$ cat src/rtl/fpu_resp_buffer_if.sv
// fpu_resp_buffer_if: handshake bundle for the FPU response buffer.
// Carries issue credit, the unstallable FPU response (enq_*), branch updates,
// flush, the writeback dequeue port (deq_*), the fflags report and the overflow flag.
// master = environment side (FPU unit, branch unit, writeback), slave = buffer.
interface fpu_resp_buffer_if #(
  parameter int BR_W   = 20,
  parameter int DATA_W = 65
);
  logic              issue_fire;
  logic              issue_ready;
  logic              enq_valid;
  logic [6:0]        enq_rob_idx;
  logic [6:0]        enq_pdst;
  logic [1:0]        enq_dst_rtype;
  logic [BR_W-1:0]   enq_br_mask;
  logic [DATA_W-1:0] enq_data;
  logic              enq_fflags_valid;
  logic [4:0]        enq_fflags;
  logic [BR_W-1:0]   brupdate_b1_resolve_mask;
  logic [BR_W-1:0]   brupdate_b1_mispredict_mask;
  logic              flush;
  logic              deq_valid;
  logic              deq_ready;
  logic [6:0]        deq_rob_idx;
  logic [6:0]        deq_pdst;
  logic [1:0]        deq_dst_rtype;
  logic [BR_W-1:0]   deq_br_mask;
  logic [DATA_W-1:0] deq_data;
  logic              fflags_valid;
  logic [6:0]        fflags_rob_idx;
  logic [4:0]        fflags_bits;
  logic              overflow;
  modport master (
    output issue_fire, enq_valid, enq_rob_idx, enq_pdst, enq_dst_rtype, enq_br_mask,
           enq_data, enq_fflags_valid, enq_fflags, brupdate_b1_resolve_mask,
           brupdate_b1_mispredict_mask, flush, deq_ready,
    input  issue_ready, deq_valid, deq_rob_idx, deq_pdst, deq_dst_rtype, deq_br_mask,
           deq_data, fflags_valid, fflags_rob_idx, fflags_bits, overflow
  );
  modport slave (
    input  issue_fire, enq_valid, enq_rob_idx, enq_pdst, enq_dst_rtype, enq_br_mask,
           enq_data, enq_fflags_valid, enq_fflags, brupdate_b1_resolve_mask,
           brupdate_b1_mispredict_mask, flush, deq_ready,
    output issue_ready, deq_valid, deq_rob_idx, deq_pdst, deq_dst_rtype, deq_br_mask,
           deq_data, fflags_valid, fflags_rob_idx, fflags_bits, overflow
  );
endinterface

$ cat src/rtl/fpu_resp_buffer.sv
// fpu_resp_buffer: response FIFO for the fixed-latency FPU unit with branch kill and issue credit.
// Ports: clock (rising edge), reset (async, active-low), io (fpu_resp_buffer_if.slave):
//   issue_fire/issue_ready credit, enq_* response in, brupdate masks, flush,
//   deq_* writeback out, fflags_* report, sticky overflow.
// Optional: define FPU_RESP_BUF_BYPASS_EN for a 0-cycle path when the FIFO is empty.
module fpu_resp_buffer #(
  parameter int DEPTH   = 4,
  parameter int LATENCY = 4,
  parameter int BR_W    = 20,
  parameter int DATA_W  = 65
) (
  input logic              clock,
  input logic              reset,
  fpu_resp_buffer_if.slave io
);
  localparam int PW = $clog2(DEPTH);
  logic [PW-1:0]     head, tail;
  logic [PW:0]       count;
  logic [LATENCY-1:0] fire_sr;
  logic [DEPTH-1:0]  live;
  logic [DEPTH-1:0]  ffv_q;
  logic [6:0]        rob_q   [DEPTH];
  logic [6:0]        pdst_q  [DEPTH];
  logic [1:0]        rtype_q [DEPTH];
  logic [BR_W-1:0]   br_q    [DEPTH];
  logic [DATA_W-1:0] data_q  [DEPTH];
  logic [4:0]        ff_q    [DEPTH];
  logic              overflow_q;
  logic [BR_W-1:0]   res, mis;
  logic              empty, full, enq_ok, head_ok, byp, deq_fire, push, pop;
  assign res      = io.brupdate_b1_resolve_mask;
  assign mis      = io.brupdate_b1_mispredict_mask;
  assign empty    = count == '0;
  assign full     = count == (PW+1)'(DEPTH);
  assign enq_ok   = io.enq_valid & ~|(io.enq_br_mask & mis) & ~io.flush;
  assign head_ok  = ~empty & live[head] & ~|(br_q[head] & mis) & ~io.flush;
`ifdef FPU_RESP_BUF_BYPASS_EN
  assign byp      = empty & enq_ok & io.deq_ready;
`else
  assign byp      = 1'b0;
`endif
  assign deq_fire = (head_ok | byp) & io.deq_ready;
  // A bypassed response is consumed directly and never occupies a slot.
  assign push     = enq_ok & ~full & ~byp;
  // Killed heads (holes) retire silently, one per cycle.
  assign pop      = ~empty & ((head_ok & io.deq_ready) | ~live[head]);
  always_comb begin
    io.deq_valid      = head_ok | byp;
    io.deq_rob_idx    = byp ? io.enq_rob_idx : rob_q[head];
    io.deq_pdst       = byp ? io.enq_pdst : pdst_q[head];
    io.deq_dst_rtype  = byp ? io.enq_dst_rtype : rtype_q[head];
    io.deq_br_mask    = (byp ? io.enq_br_mask : br_q[head]) & ~res;
    io.deq_data       = byp ? io.enq_data : data_q[head];
    io.fflags_valid   = deq_fire & (byp ? io.enq_fflags_valid : ffv_q[head]);
    io.fflags_rob_idx = byp ? io.enq_rob_idx : rob_q[head];
    io.fflags_bits    = byp ? io.enq_fflags : ff_q[head];
    // Conservative credit: in-flight ops keep their slot until they leave the shift register.
    io.issue_ready    = int'(count) + $countones(fire_sr) < DEPTH;
    io.overflow       = overflow_q;
  end
  always_ff @(posedge clock or negedge reset)
    if (!reset) begin
      head       <= '0;
      tail       <= '0;
      count      <= '0;
      fire_sr    <= '0;
      live       <= '0;
      overflow_q <= 1'b0;
    end else begin
      head       <= head + PW'(pop);
      tail       <= tail + PW'(push);
      count      <= count + (PW+1)'(push) - (PW+1)'(pop);
      fire_sr    <= {fire_sr[LATENCY-2:0], io.issue_fire};
      overflow_q <= overflow_q | (enq_ok & full);
      for (int i = 0; i < DEPTH; i++)
        live[i] <= (live[i] & ~|(br_q[i] & ~res & mis) & ~io.flush & ~(pop && PW'(i) == head))
                   | (push && PW'(i) == tail);
    end
  always_ff @(posedge clock) begin
    for (int i = 0; i < DEPTH; i++)
      br_q[i] <= ((push && PW'(i) == tail) ? io.enq_br_mask : br_q[i]) & ~res;
    if (push) begin
      rob_q[tail]   <= io.enq_rob_idx;
      pdst_q[tail]  <= io.enq_pdst;
      rtype_q[tail] <= io.enq_dst_rtype;
      data_q[tail]  <= io.enq_data;
      ffv_q[tail]   <= io.enq_fflags_valid;
      ff_q[tail]    <= io.enq_fflags;
    end
  end
endmodule
$ cat src/flat_wrapper.sv
// flat-port wrapper written by rule: the top's interface ports become plain ports
module fpu_resp_buffer_flat 
#(
  parameter int DEPTH   = 4,
  parameter int LATENCY = 4,
  parameter int BR_W    = 20,
  parameter int DATA_W  = 65
)
  (clock, reset, io_issue_fire, io_enq_valid, io_enq_rob_idx, io_enq_pdst, io_enq_dst_rtype, io_enq_br_mask, io_enq_data, io_enq_fflags_valid, io_enq_fflags, io_brupdate_b1_resolve_mask, io_brupdate_b1_mispredict_mask, io_flush, io_deq_ready, io_issue_ready, io_deq_valid, io_deq_rob_idx, io_deq_pdst, io_deq_dst_rtype, io_deq_br_mask, io_deq_data, io_fflags_valid, io_fflags_rob_idx, io_fflags_bits, io_overflow);
  fpu_resp_buffer_if #(.BR_W(BR_W), .DATA_W(DATA_W)) io_i ();
  input logic clock;
  input logic reset;
  input wire logic [$bits(io_i.issue_fire)-1:0] io_issue_fire;
  input wire logic [$bits(io_i.enq_valid)-1:0] io_enq_valid;
  input wire logic [$bits(io_i.enq_rob_idx)-1:0] io_enq_rob_idx;
  input wire logic [$bits(io_i.enq_pdst)-1:0] io_enq_pdst;
  input wire logic [$bits(io_i.enq_dst_rtype)-1:0] io_enq_dst_rtype;
  input wire logic [$bits(io_i.enq_br_mask)-1:0] io_enq_br_mask;
  input wire logic [$bits(io_i.enq_data)-1:0] io_enq_data;
  input wire logic [$bits(io_i.enq_fflags_valid)-1:0] io_enq_fflags_valid;
  input wire logic [$bits(io_i.enq_fflags)-1:0] io_enq_fflags;
  input wire logic [$bits(io_i.brupdate_b1_resolve_mask)-1:0] io_brupdate_b1_resolve_mask;
  input wire logic [$bits(io_i.brupdate_b1_mispredict_mask)-1:0] io_brupdate_b1_mispredict_mask;
  input wire logic [$bits(io_i.flush)-1:0] io_flush;
  input wire logic [$bits(io_i.deq_ready)-1:0] io_deq_ready;
  output wire logic [$bits(io_i.issue_ready)-1:0] io_issue_ready;
  output wire logic [$bits(io_i.deq_valid)-1:0] io_deq_valid;
  output wire logic [$bits(io_i.deq_rob_idx)-1:0] io_deq_rob_idx;
  output wire logic [$bits(io_i.deq_pdst)-1:0] io_deq_pdst;
  output wire logic [$bits(io_i.deq_dst_rtype)-1:0] io_deq_dst_rtype;
  output wire logic [$bits(io_i.deq_br_mask)-1:0] io_deq_br_mask;
  output wire logic [$bits(io_i.deq_data)-1:0] io_deq_data;
  output wire logic [$bits(io_i.fflags_valid)-1:0] io_fflags_valid;
  output wire logic [$bits(io_i.fflags_rob_idx)-1:0] io_fflags_rob_idx;
  output wire logic [$bits(io_i.fflags_bits)-1:0] io_fflags_bits;
  output wire logic [$bits(io_i.overflow)-1:0] io_overflow;
  assign io_i.issue_fire = io_issue_fire;
  assign io_i.enq_valid = io_enq_valid;
  assign io_i.enq_rob_idx = io_enq_rob_idx;
  assign io_i.enq_pdst = io_enq_pdst;
  assign io_i.enq_dst_rtype = io_enq_dst_rtype;
  assign io_i.enq_br_mask = io_enq_br_mask;
  assign io_i.enq_data = io_enq_data;
  assign io_i.enq_fflags_valid = io_enq_fflags_valid;
  assign io_i.enq_fflags = io_enq_fflags;
  assign io_i.brupdate_b1_resolve_mask = io_brupdate_b1_resolve_mask;
  assign io_i.brupdate_b1_mispredict_mask = io_brupdate_b1_mispredict_mask;
  assign io_i.flush = io_flush;
  assign io_i.deq_ready = io_deq_ready;
  assign io_issue_ready = io_i.issue_ready;
  assign io_deq_valid = io_i.deq_valid;
  assign io_deq_rob_idx = io_i.deq_rob_idx;
  assign io_deq_pdst = io_i.deq_pdst;
  assign io_deq_dst_rtype = io_i.deq_dst_rtype;
  assign io_deq_br_mask = io_i.deq_br_mask;
  assign io_deq_data = io_i.deq_data;
  assign io_fflags_valid = io_i.fflags_valid;
  assign io_fflags_rob_idx = io_i.fflags_rob_idx;
  assign io_fflags_bits = io_i.fflags_bits;
  assign io_overflow = io_i.overflow;
  fpu_resp_buffer #(.DEPTH(DEPTH), .LATENCY(LATENCY), .BR_W(BR_W), .DATA_W(DATA_W)) u_core (.clock(clock), .reset(reset), .io(io_i));
endmodule
$ cat config.mk
export PLATFORM = sky130hd
export DESIGN_NAME = fpu_resp_buffer_flat
export DESIGN_NICKNAME = d
export VERILOG_FILES = /design/src/rtl/fpu_resp_buffer_if.sv /design/src/rtl/fpu_resp_buffer.sv /design/src/flat_wrapper.sv
export SDC_FILE = /design/constraint.sdc
export NUM_CORES = 1
export LEC_CHECK = 0
export BUFFER_PORTS_ARGS = -buffer_cell sky130_fd_sc_hd__buf_4
export CAP_MARGIN = 40
export CORE_AREA = 2 2 212 214
export CTS_BUF_LIST = sky130_fd_sc_hd__clkbuf_4 sky130_fd_sc_hd__clkbuf_8 sky130_fd_sc_hd__clkbuf_16
export DETAILED_ROUTE_END_ITERATION = 8
export DIE_AREA = 0 0 214 216
export MAX_ROUTING_LAYER = met4
export PLACE_DENSITY = 0.67
export SYNTH_ARGS = -nofsm -noshare
export SYNTH_HDL_FRONTEND = slang
export SYNTH_SLANG_ARGS = --single-unit
$ cat constraint.sdc
create_clock -name clock -period 9.2 [get_ports clock]
set_clock_uncertainty 0.15 [all_clocks]
set_input_delay 2.3 -clock clock [delete_from_list [all_inputs] [get_ports clock]]
set_output_delay 2.3 -clock clock [all_outputs]
set_load 0.01 [all_outputs]
After elaboration in Yosys (flattened, before gate mapping)
Memories as Yosys holds them, arrays and structs flattened.
Index checks and enable logic that the tools add are counted.
- flip-flop bits (word level): 20
- bits in writable memories: 424
- memories: 6
- word-level logic and storage cells: 121
- memories (memory ; depth ; bits a word ; rd ports ; clocked after memory_dff ; wr ports ; RTL line ; text):
    u_core.data_q ; 4 ; 65 ; 1 ; 0 ; 1 ; fpu_resp_buffer.sv:26 ; logic [DATA_W-1:0] data_q [DEPTH];
    u_core.br_q ; 4 ; 20 ; 5 ; 0 ; 4 ; fpu_resp_buffer.sv:25 ; logic [BR_W-1:0] br_q [DEPTH];
    u_core.pdst_q ; 4 ; 7 ; 1 ; 0 ; 1 ; fpu_resp_buffer.sv:23 ; logic [6:0] pdst_q [DEPTH];
    u_core.rob_q ; 4 ; 7 ; 1 ; 0 ; 1 ; fpu_resp_buffer.sv:22 ; logic [6:0] rob_q [DEPTH];
    u_core.ff_q ; 4 ; 5 ; 1 ; 0 ; 1 ; fpu_resp_buffer.sv:27 ; logic [4:0] ff_q [DEPTH];
    u_core.rtype_q ; 4 ; 2 ; 1 ; 0 ; 1 ; fpu_resp_buffer.sv:24 ; logic [1:0] rtype_q [DEPTH];
- equal/unequal tests: 7
- multiplexer cells: 13
- add/sub/neg operators: 8
- order comparisons: 4
- bitwise operators: 52
- reduce and logical (&&, ||, !) cells: 24
- operators by type and width (operator ; count):
    $and 20x20->20 ; 15
    $reduce_or 20->1 ; 6
    $mux 20 ; 4
    $add 32x32->32 ; 1
    $add 4x32->32 ; 1
    $lt 32x4->1 const B ; 1
    $and 1x1->1 ; 22
    $not 20->20 ; 1
    $logic_and 1x1->1 ; 9
    $eq 2x2->1 const A ; 4
    $not 1->1 ; 8
    $logic_not 1->1 ; 6
    $lt 2x3->1 const B ; 2
    $or 1x1->1 ; 6
    $mux 1 ; 5
    $add 1x1->2 ; 2
    $add 2x1->2 ; 2
    $bmux 1 s2 ; 2
    $bwmux 4 ; 1
    $eq 1x2->1 const A ; 2
    $logic_not 2->1 ; 2
    $add 3x1->3 ; 1
    $eq 3x3->1 const B ; 1
    $logic_not 3->1 ; 1
    other kinds (3) ; 3

Longest topological paths before layout
An unclocked memory read counts as a cell.
- depth in word-level cells: 13
- mapped depth: 16
- gate-level depth less buffers: 13

Worst setup path after synthesis
No wires, ideal clock.
- path kind: input -> register
- from: input io_brupdate_b1_mispredict_mask[6]
- to: memory u_core.data_q[1][0], enable pin
- required time: 8.393 ns
- path slack: -1.099 ns
- arrival time: 9.492 ns
- buffers on the path: 0
- library setup time: 0.657 ns
- stages: 5
- path through: a222oi_1 > nand4_1 > nor4_1 > nand2_1 > nor3b_1
- word-level cells in the longest chain between the ends: 8
- RTL lines (what ; RTL line ; text):
    start: declaration ; flat_wrapper.sv:23 ; input wire logic [$bits(io_i.brupdate_b1_mispredict_mask)-1:0] io_brupdate_b1_mispredict_mask;
    $and 20x20->20 ; fpu_resp_buffer.sv:35 ; assign enq_ok = io.enq_valid & ~|(io.enq_br_mask & mis) & ~io.flush;
    $reduce_or 20->1 ; fpu_resp_buffer.sv:35 ;
    $logic_not 1->1 ; fpu_resp_buffer.sv:35 ;
    $and 1x1->1 (2 in series) ; fpu_resp_buffer.sv:35 ;
    $and 1x1->1 ; fpu_resp_buffer.sv:44 ; assign push = enq_ok & ~full & ~byp;
    $mux 1 ; fpu_resp_buffer.sv:82 ; if (push) begin
    $mux 1 (implied by the code) ; fpu_resp_buffer.sv:86 ; data_q[tail] <= io.enq_data;
    end: declaration ; fpu_resp_buffer.sv:26 ;
No other way between the ends.

Final worst setup path
- from: register u_core.head[0]
- to: output io_fflags_valid
- word-level cells in the longest chain between the ends: 8
- elaborated cells on any way between the ends: 13
- classes of those cells: mux: 4; bitwise: 6; reduce/logical: 2; memory: 1
- RTL lines (what ; RTL line ; text):
    start: declaration ; fpu_resp_buffer.sv:17 ; logic [PW-1:0] head, tail;
    start signal: assignment ; fpu_resp_buffer.sv:70 ; head <= head + PW'(pop);
    $mem_v2 4x20 ; n/a ;
    $and 20x20->20 ; fpu_resp_buffer.sv:36 ; assign head_ok = ~empty & live[head] & ~|(br_q[head] & mis) & ~io.flush;
    $reduce_or 20->1 ; fpu_resp_buffer.sv:36 ;
    $logic_not 1->1 ; fpu_resp_buffer.sv:36 ;
    $and 1x1->1 (2 in series) ; fpu_resp_buffer.sv:36 ;
    $and 1x1->1 ; fpu_resp_buffer.sv:42 ; assign deq_fire = (head_ok | byp) & io.deq_ready;
    $and 1x1->1 (*) ; fpu_resp_buffer.sv:54 ; io.fflags_valid = deq_fire & (byp ? io.enq_fflags_valid : ffv_q[head]);
    end: declaration ; flat_wrapper.sv:33 ; output wire logic [$bits(io_i.fflags_valid)-1:0] io_fflags_valid;
Mark *: on every way between the ends. The rest lies on a longest branch, timed or not. The select of a mux whose other input is x is not followed.

==> results.txt <==
* Post-CTS Resized: 0
- The routed layout has between 10k and 15k vias.
- Of all flip-flops after synthesis, the portion carrying an async set or reset was under 10%.
- Fraction of layout instances using a drive strength above 1: between 30% and 40%
- Register bit total from synthesis: 444
* Violation count after the first detailed-routing iteration: 831
- Most repeated cell in the gate-level netlist after synthesis: sky130_fd_sc_hd__edfxtp_1
- Slowest CP cell: sky130_fd_sc_hd__dfrtp_4
- Worst skew pair latency: roughly 560 ps
- Once layout is complete, the utilization of the core stands at 50.5%.
* Setup repair bufs after CTS: 0
- Number of design rule violations left after detail routing: 0
- Routed Antenna Nets: 0
* GPL Wtd Cong: ~0.96
- Detailed placement finished with a half-perimeter wire length of 33400 µm.
- Entering global routing, the biggest net connects 60 pins.
- Routed wirelength normalized by instance count: 24.1 µm
- Number of input and output port buffers inserted: 269
* TritonCTS clock tree: built
- In the synthesized netlist, the number of instances is 1086.
- CTS H-Tree Depth: 2
- The total area inside the core boundary comes to approximately 0.044 mm².
- The number of different library cells used by synthesis comes to between 50 and 60.
- Among the stages of the critical path, the cell type that occurs most often is sky130_fd_sc_hd__buf_4.
- In this run, post-CTS hold repair placed 0 buffers.
- Setup violations remaining at the end of the flow were counted as 0.
- Portion of the clock cycle consumed by the worst path in the final layout: 73.1%
- Sort of element at the start of the critical path: flip-flop
* Cell taking the most area after synthesis: sky130_fd_sc_hd__edfxtp_1
- The analysis attributes to cell leakage a power of 7.86 nW.
* Required time worst endpoint: 6750 ps
* Worst min-delay path category: reg -> reg
* Number of rows created at floorplan: 77
- Data arrival at the endpoint of the critical path: between 4000 and 5000 ps
* Clock sink total: 444
* First-pass GRT wire length: roughly 70000 µm
- Clock tree buffer depth: 3
* Overall die area: 0.0462 mm²
- The worst pin sits at a relative slew slack of 40.6%.
* Global-route congestion overflow total: 0
- Fraction of post-synthesis cell area in the top cell type by area: about three fifths
* Endpoint kind of the worst setup timing path: output port
- Proportion of synthesized chip area in sequential cells: 69.7%
* Drt first pass iters: 7
- Timing would allow up to about 150 MHz.
- Maximum vdd ir drop: 0.207 mV
* Via-per-instance ratio: 5.49
- Width of the die: approximately 210 µm
- The initial antenna violation count is 3.
- Total CTS buffers: 46
* Initial core utilization: 40.8%
* Synth Area per Inst: 16.5 µm²
- In the final design database the tool counted 1534 nets.
- Crit path max fanout: 43
- Counting flops with a built-in enable in the synthesized netlist gives 348.
- The largest single stage delay on the critical path is 950 ps.
- Cell at the root of the clock tree: sky130_fd_sc_hd__clkbuf_16
* Setup repair after global routing missed its margin: no
- Overall routing resource usage: a little over a fifth
- Ranked by total cell area, the synthesized netlist is headed by sky130_fd_sc_hd__edfxtp_1, sky130_fd_sc_hd__mux4_2, sky130_fd_sc_hd__dfxtp_1.
* Netlist area before placement: 0.0179 mm²
* Ports placed on the boundary: 270
* CP Class: reg -> out
- After clock tree synthesis, the clock-pin slew on the worst setup and hold paths is 60 ps.
- Count of synthesis-stage warnings from yosys: 0
- Post-synth top flop: sky130_fd_sc_hd__edfxtp_1
- Min Clock Period, post-route: 6730 ps
- At the pin with the least slew margin, the transition time is about 890 ps.
- The tool flagged a number of max-cap violations equal to 0.
* Pins Over Slew Limit: 0
- Synth top cells by count: sky130_fd_sc_hd__edfxtp_1, sky130_fd_sc_hd__nand2_1, sky130_fd_sc_hd__mux4_2
- The floorplan step set the die height to 216 µm.
* Run status: finished clean
* Mapped Nets: 1249
- Ratio of total power to cell area: approximately 250 mW/mm²
* Setup tns final: 0 ps
- The area growth from synthesis to layout is 23.8%.
- The hold violation total from the final report is 0.
- The tightest hold path in the finished design has a slack of 233 ps.
* Routed Wire Length: 48300 µm
- Worst reg2reg setup slack: 4160 ps
- The via count of the first global-routing pass was about 11k.
- CP Cell Sequence: buf_4 -> mux2_2 -> a222oi_1 -> or2_2 -> nand4b_1 -> nor4_2 -> and2_1 -> buf_4
==> report_power, final <==
group          switching [mW]  total, mW  internal (mW)  leakage (nW)
Sequential             0.0829       2.26           2.18          3.97
Clock                   0.755       1.82           1.07         0.741
Combinational           0.691       1.46          0.764          3.14
==> path summary, 6_finish.rpt <==
path,end,cells past startpoint,startpoint
worst max-delay path,io_fflags_valid,8,u_core.head[0]$_DFF_PN0_
worst min-delay path,u_core.fire_sr[2]$_DFF_PN0_,0,u_core.fire_sr[1]$_DFF_PN0_
worst max register to register,u_core.count[2]$_DFF_PN0_,14,u_core.head[0]$_DFF_PN0_
worst min register to register,u_core.fire_sr[2]$_DFF_PN0_,0,u_core.fire_sr[1]$_DFF_PN0_
max in group asynchronous,u_core.head[0]$_DFF_PN0_,1,reset
min in group asynchronous,u_core.count[1]$_DFF_PN0_,1,reset
==> cell type report <==
cell class | count | area (µm²)
flip-flops and latches | 444 | 12500
fillers | 3696 | 21700
repair buffers | 289 | 2260
multi-input cells | 573 | 5100
diodes | 3 | 7.51
clock buffers | 59 | 1280
well taps | 592 | 741
inverters | 17 | 63.8
clock inverters | 26 | 220
==> sequential cells by signal, indices dropped and copies added, names as in the netlist, 8 cells and up <==
register and flops:
u_core.ff_q 20, u_core.data_q 260, u_core.pdst_q 28, u_core.rtype_q 8, u_core.rob_q 28, u_core.br_q 80
==> per-layer routing <==
metal	vias up	GRT usage, %	routed length [µm]
li1	4843	-	-
met1	5601	26.0	19000
met2	474	33.3	22800
met3	82	7.96	5000
met4	0	6.78	1440
met5	-	-	0
==> cells by family (layout without fill, tap and decap cells) <==
group                    after synthesis  after routing  share of synthesized area, %
XOR/XNOR                               4              4                         0.196
AO/OA/AOI/OAI                        141            141                          5.14
buffers and inverters                 69            391                          2.03
flip-flops                           444            444                          69.7
other                                  0              3                             0
AND/OR/NAND/NOR                      278            278                          7.37
multiplexers                         140            140                          14.8
adder cells (fa/ha/maj)               10             10                         0.826
==> cells in the final DEF, fill, tap and decap left out, drive strengths merged, types with 15 or more instances in the layout <==
cell type / n
clkinv: 16
a22oi: 41
nand2: 147
edfxtp: 348
mux4: 96
clkbuf: 59
mux2: 15
dfxtp: 80
inv: 19
mux2i: 29
dfrtp: 16
nand4: 15
nor2: 44
a21oi: 64
buf: 289
nor2b: 29
==> per-stage QoR <==
stage,cell area (µm²),std cells,setup WS [ps],total power [mW]
finish,22100,2003,2470,5.54
global route,22100,2003,2210,5.78
CTS,22100,2000,2460,5.62
detailed placement,20600,1915,2900,3.78
global placement,20500,1909,2930,3.74
floorplan,17900,1086,1960,3.13
==> worst max-delay path, delay by kind of cell (launching register included) <==
family	cells	cell delay, ps
AND/OR/NAND/NOR	4	1020
AO/OA/AOI/OAI	1	360
buffers and inverters	2	850
flip-flops	1	950
multiplexers	1	450
(Power assumes the default switching activity.)
